$ cat src/rtl/vending_fsm_core.sv
`default_nettype none
// ---------------------------------------------------------------------------
// vending_fsm_core : transaction FSM, price/item latch, coin credit, timeout,
//                    change computation and coin-reject pulse.  Rev 1.0
// ---------------------------------------------------------------------------
module vending_fsm_core #(
  parameter logic [4:0]  PRICE0  = 5'd10,
  parameter logic [4:0]  PRICE1  = 5'd15,
  parameter logic [4:0]  PRICE2  = 5'd20,
  parameter logic [4:0]  PRICE3  = 5'd25,
  parameter int unsigned TIMEOUT = 16
) (
  input  logic       clk,
  input  logic       rst_n,
  input  logic       start,
  input  logic       item_valid,
  input  logic [1:0] item_sel,
  input  logic       coin_valid,
  input  logic [4:0] coin_value,
  input  logic       cancel,
  output logic [2:0] state,
  output logic [4:0] pop,
  output logic [4:0] money,
  output logic [1:0] item,
  output logic [4:0] change,
  output logic       refund,
  output logic       coin_reject
);

  typedef enum logic [2:0] {
    S_IDLE    = 3'd0,
    S_SELECT  = 3'd1,
    S_RECEIVE = 3'd2,
    S_COMPARE = 3'd3,
    S_PROCESS = 3'd4,
    S_RETURN  = 3'd5
  } state_e;

  localparam logic [7:0] C_IDLE_LAST = 8'(TIMEOUT - 1);

  state_e     state_q, state_d;
  logic [4:0] pop_q, pop_d;
  logic [4:0] money_q, money_d;
  logic [1:0] item_q, item_d;
  logic [4:0] change_q, change_d;
  logic       refund_q, refund_d;
  logic       coin_reject_q, coin_reject_d;
  logic [7:0] idle_cnt_q, idle_cnt_d;

  logic       coin_present;
  logic [5:0] coin_sum;
  logic [4:0] coin_sat;
  logic [4:0] price_sel;

  always_comb begin
    coin_present = coin_valid && (coin_value != 5'd0);
    coin_sum     = {1'b0, money_q} + {1'b0, coin_value};
    coin_sat     = coin_sum[5] ? 5'd31 : coin_sum[4:0];
    case (item_sel)
      2'd0:    price_sel = PRICE0;
      2'd1:    price_sel = PRICE1;
      2'd2:    price_sel = PRICE2;
      default: price_sel = PRICE3;
    endcase
  end

  always_comb begin
    state_d       = state_q;
    pop_d         = pop_q;
    money_d       = money_q;
    item_d        = item_q;
    change_d      = change_q;
    refund_d      = refund_q;
    idle_cnt_d    = idle_cnt_q;
    coin_reject_d = coin_present && (state_q != S_RECEIVE);

    case (state_q)
      S_IDLE: begin
        money_d  = 5'd0;
        pop_d    = 5'd0;
        item_d   = 2'd0;
        change_d = 5'd0;
        refund_d = 1'b0;
        if (start) state_d = S_SELECT;
      end
      S_SELECT: begin
        if (item_valid) begin
          item_d  = item_sel;
          pop_d   = price_sel;
          state_d = S_COMPARE;
        end else if (cancel) begin
          state_d = S_IDLE;
        end
      end
      S_COMPARE: begin
        if (money_q >= pop_q) begin
          state_d = S_PROCESS;
        end else begin
          state_d    = S_RECEIVE;
          idle_cnt_d = 8'd0;
        end
      end
      S_RECEIVE: begin
        // A coin arriving with cancel is still credited before the refund.
        if (coin_present) begin
          money_d    = coin_sat;
          idle_cnt_d = 8'd0;
          if (cancel) begin
            change_d = coin_sat;
            pop_d    = 5'd0;
            refund_d = 1'b1;
            state_d  = S_RETURN;
          end else begin
            state_d = S_COMPARE;
          end
        end else if (cancel || (idle_cnt_q == C_IDLE_LAST)) begin
          change_d = money_q;
          pop_d    = 5'd0;
          refund_d = 1'b1;
          state_d  = S_RETURN;
        end else begin
          idle_cnt_d = idle_cnt_q + 8'd1;
        end
      end
      S_PROCESS: begin
        change_d = money_q - pop_q;
        refund_d = 1'b0;
        state_d  = S_RETURN;
      end
      S_RETURN: begin
        money_d  = 5'd0;
        pop_d    = 5'd0;
        item_d   = 2'd0;
        change_d = 5'd0;
        refund_d = 1'b0;
        state_d  = S_IDLE;
      end
      default: begin
        state_d       = S_IDLE;
        money_d       = 5'd0;
        pop_d         = 5'd0;
        item_d        = 2'd0;
        change_d      = 5'd0;
        refund_d      = 1'b0;
        idle_cnt_d    = 8'd0;
        coin_reject_d = 1'b0;
      end
    endcase
  end

  always_ff @(posedge clk) begin
    if (!rst_n) begin
      state_q       <= S_IDLE;
      pop_q         <= 5'd0;
      money_q       <= 5'd0;
      item_q        <= 2'd0;
      change_q      <= 5'd0;
      refund_q      <= 1'b0;
      coin_reject_q <= 1'b0;
      idle_cnt_q    <= 8'd0;
    end else begin
      state_q       <= state_d;
      pop_q         <= pop_d;
      money_q       <= money_d;
      item_q        <= item_d;
      change_q      <= change_d;
      refund_q      <= refund_d;
      coin_reject_q <= coin_reject_d;
      idle_cnt_q    <= idle_cnt_d;
    end
  end

  assign state       = state_q;
  assign pop         = pop_q;
  assign money       = money_q;
  assign item        = item_q;
  assign change      = change_q;
  assign refund      = refund_q;
  assign coin_reject = coin_reject_q;

endmodule
`default_nettype wire

$ cat config.mk
export PLATFORM = sky130hd
export DESIGN_NAME = vending_fsm_core
export DESIGN_NICKNAME = d
export VERILOG_FILES = /design/src/rtl/vending_fsm_core.sv
export SDC_FILE = /design/constraint.sdc
export NUM_CORES = 1
export LEC_CHECK = 0
export BUFFER_PORTS_ARGS = -buffer_cell sky130_fd_sc_hd__buf_4
export CAP_MARGIN = 20
export CORE_MARGIN = 2
export CORE_UTILIZATION = 45
export DETAILED_ROUTE_END_ITERATION = 10
export PLACE_DENSITY_LB_ADDON = 0.15
export SLEW_MARGIN = 20
export SYNTH_ARGS = -nofsm -noshare
export SYNTH_HDL_FRONTEND = slang
export SYNTH_SLANG_ARGS = --single-unit
$ cat constraint.sdc
create_clock -name clk -period 1.7 [get_ports clk]
set_input_delay 0.34 -clock clk [delete_from_list [all_inputs] [get_ports clk]]
set_output_delay 0.34 -clock clk [all_outputs]
set_load 0.01 [all_outputs]
==> summary.md <==
| Metric | Value |
|---|---|
| Status | finished, violations left |
| Violated checks | negative setup slack |
| Peak Freq | 517 MHz |
| Crit-path leading delay family | compound AO/OA/AOI/OAI gates |
| Largest net degree at the start of global routing | 16 |
| Final Hold Viols | 0 |
| CP Capture Type | flip-flop |
| Fillers | 303 |
| Pint | 0.00183 W |
| Clock power frac | 27.5% |
| Worst path bufs/invs | 1 |
| Root buffer cell | clkbuf_8 |
| Comb power frac | 43.5% |
| Power density over the cells | 804 mW/mm^2 |
| Drt initial violations | 170 |
| Most common cell after layout, fill and taps aside | buf_4 |
| Yosys reg bits | 30 |
| Kind of critical path | reg -> reg |
| Worst EP required | 1.93 ns |
| Ys Warns | 0 |
| Vias/cell | 6.00 |
| Cells after synthesis | 234 |
| Ant diodes | 0 |
| Switching power | 0.000923 W |
| Total die area | 0.00502 mm^2 |
| Period utilization | 114% |
| Clock sink count | 30 |
| Seq/Total Area, Yosys | 29.9% |
| Synth Cell Area | 0.00201 mm^2 |
| Effective utilization at floorplan | 46.5% |
| Dpl hpwl | 4690 um |
| Die X | 70.9 um |
| Global route total overflow | 0 |
| Sw Share | 33.6% |
| Slowest CP cell | or4_4 |
| Post-layout util | 79.1% |
| Worst setup margin | -0.235 ns |
| Initial DRT Pass Iterations | 5 |
| Max IR drop VDD | 571 uV |
| Gr usage total | 27.6% |
| P_leak | 1.39 nW |
| Cell Area, Placed | 0.00290 mm^2 |
| DRC | 0 |
| Total CTS buffers | 5 |
| Final worst path period need | 1.93 ns |
| Mapped Nets | 264 |
| Final count of pins violating max slew | 0 |
| Drt total wl | 7300 um |
| Most frequent cells in the layout | buf_4, dfxtp_1, a21oi_1 |
| TritonCTS clock tree | yes |
| Max-Cap Viols | 0 |
| ANT nets after route | 0 |
| First-pass GRT wire length | 10800 um |
| DIE HEIGHT | 70.9 um |
| RSZ-0062 raised after global routing | true |
| Num rows | 24 |
| Average cell area after synthesis | 8.60 um^2 |
| Clk buf depth | 2 |
| Vias in the first global route | 2298 |
| Core Region | 0.00432 mm^2 |
| CTS clk-pin slew, worst paths | 0.07 ns |
| Gp weighted congestion | 0.872 |
| Area grow syn2layout | 70.0% |
| Share of layout cells above drive strength 1 | 57.6% |
| Worst Setup Start Kind | flip-flop |
| Num ports | 35 |
| Crit-path cells | ha_4, a21o_1, a31oi_4, o31ai_4, buf_4, or4_4, a21oi_2 |
| Least-Margin Pin Slew | 0.440 ns |
| H-tree Lvls | 2 |
| IO buf count | 34 |
| Nets | 369 |
| Initial antenna violation count | 0 |
| Wire per inst | 18.6 um |
| Cts hold-fix bufs | 0 |
| Hold Path Class | in -> reg |
| Arr. time, crit path | 2.16 ns |
| Worst Path Max Fanout | 5 |
| Design Area, Final | 0.00342 mm^2 |
| Via count | 2352 |
| Clk_skew | 0.0135 ns |
| Yosys cell types | 49 |
| Max transition margin | 70.7% |
| Final setup fails | 25 |
| Skew-Pair Late Insertion Delay | 0.29 ns |
| Crit path largest cell delay | 0.41 ns |
| Sequential share of power | 29.0% |
metal layers:
metal,vias up,routed length [um],track usage [%]
met1,1131,2890,33.2
li1,1096,-,-
met3,26,501,7.41
met4,0,221,10.7
met2,99,3690,46.8
met5,-,0,0
state kept, by name, indices dropped and copies added (netlist names):
register,flops
item,2
change,5
state,3
money,5
idle_cnt_q,8
refund,1
pop,5
coin_reject,1
area by class of cell:
cell class	instances	area (um^2)	area share (%)
clock buffers	7	86.3	2.52
clock inverters	1	30.0	0.878
inverters	13	48.8	1.43
multi-input cells	182	1690	49.5
flip-flops and latches	30	621	18.1
well taps	52	65.1	1.90
repair buffers	107	878	25.7
cells in the mapped netlist, drive strengths merged:
master	number	area, um^2
a32oi	3	26.3
nand2	11	41.3
nor3	2	10.0
dfxtp	30	601
or2	1	6.26
buf	8	48.8
a21o	2	15.0
nor2	12	45.0
xnor2	1	8.76
clkbuf	1	3.75
a31oi	3	18.8
inv	13	48.8
o311ai	1	8.76
nor2b	4	25.0
o211a	1	10.0
a211o	1	8.76
nor4	1	6.26
nand2b	8	50.1
o22ai	4	25.0
o21ai	15	93.8
o221a	4	45.0
fa	2	40.0
or3	2	12.5
nand3	11	72.6
ha	15	188
o21bai	1	7.51
and3	4	25.0
nor3b	1	7.51
o211ai	4	35.0
a21oi	27	135
nand4	2	12.5
o31ai	10	80.1
a211oi	3	22.5
nor4b	1	23.8
o21a	9	67.6
o221ai	1	8.76
or4	9	75.1
o2111ai	3	26.3
xor2	3	26.3
tightest hold or removal path, cell delays in order:
cell	delay, ns
buf_4	0.13
nand3_1	0.06
a21oi_1	0.06
final timing paths:
check	slack (ns)	endpoint	startpoint	cells past startpoint
worst max-delay path	-0.23	idle_cnt_q[7]	money[2]	7
worst min-delay path	0.35	item[0]	item_sel[0]	3
worst min register to register	0.47	change[4]	change[4]	2
worst max register to register	-0.23	idle_cnt_q[7]	money[2]	7
through the flow:
step | TNS (ns) | cells | power (W) | worst slack [ns] | hold slack (ns)
after floorplan | -0.961 | 234 | 0.00133 | -0.0738 | 0.456
after global placement | -5.52 | 373 | 0.00176 | -0.294 | 0.451
after detailed placement | -6.19 | 373 | 0.00177 | -0.334 | 0.445
after CTS | -2.66 | 390 | 0.00266 | -0.221 | 0.352
after global routing | -4.70 | 392 | 0.00287 | -0.318 | 0.365
final | -3.19 | 392 | 0.00275 | -0.235 | 0.351
cells by family after synthesis:
family,after synthesis,share of synthesized area [%]
buffers and inverters,22,5.04
DFF,30,29.9
and+or+nand+nor,69,20.5
xor gates and xnor gates,4,1.74
AOI/OAI and AO/OA,92,31.5
adders and majority gates,17,11.3
power by group through the flow:
stage	Combinational, W	Sequential (W)	Clock (W)
after global routing	0.00128	0.000802	0.000792
after global placement	0.000952	0.000809	0
final	0.00120	0.000797	0.000757
after detailed placement	0.000964	0.000810	0
after CTS	0.00110	0.000797	0.000762
after floorplan	0.000500	0.000827	0
timing repair:
item                       CTS  global route
gates resized for setup     40            28
setup endpoints to repair   25            26
setup buffers                9             2
pin swaps                   47            30
(Power assumes the default switching activity.)
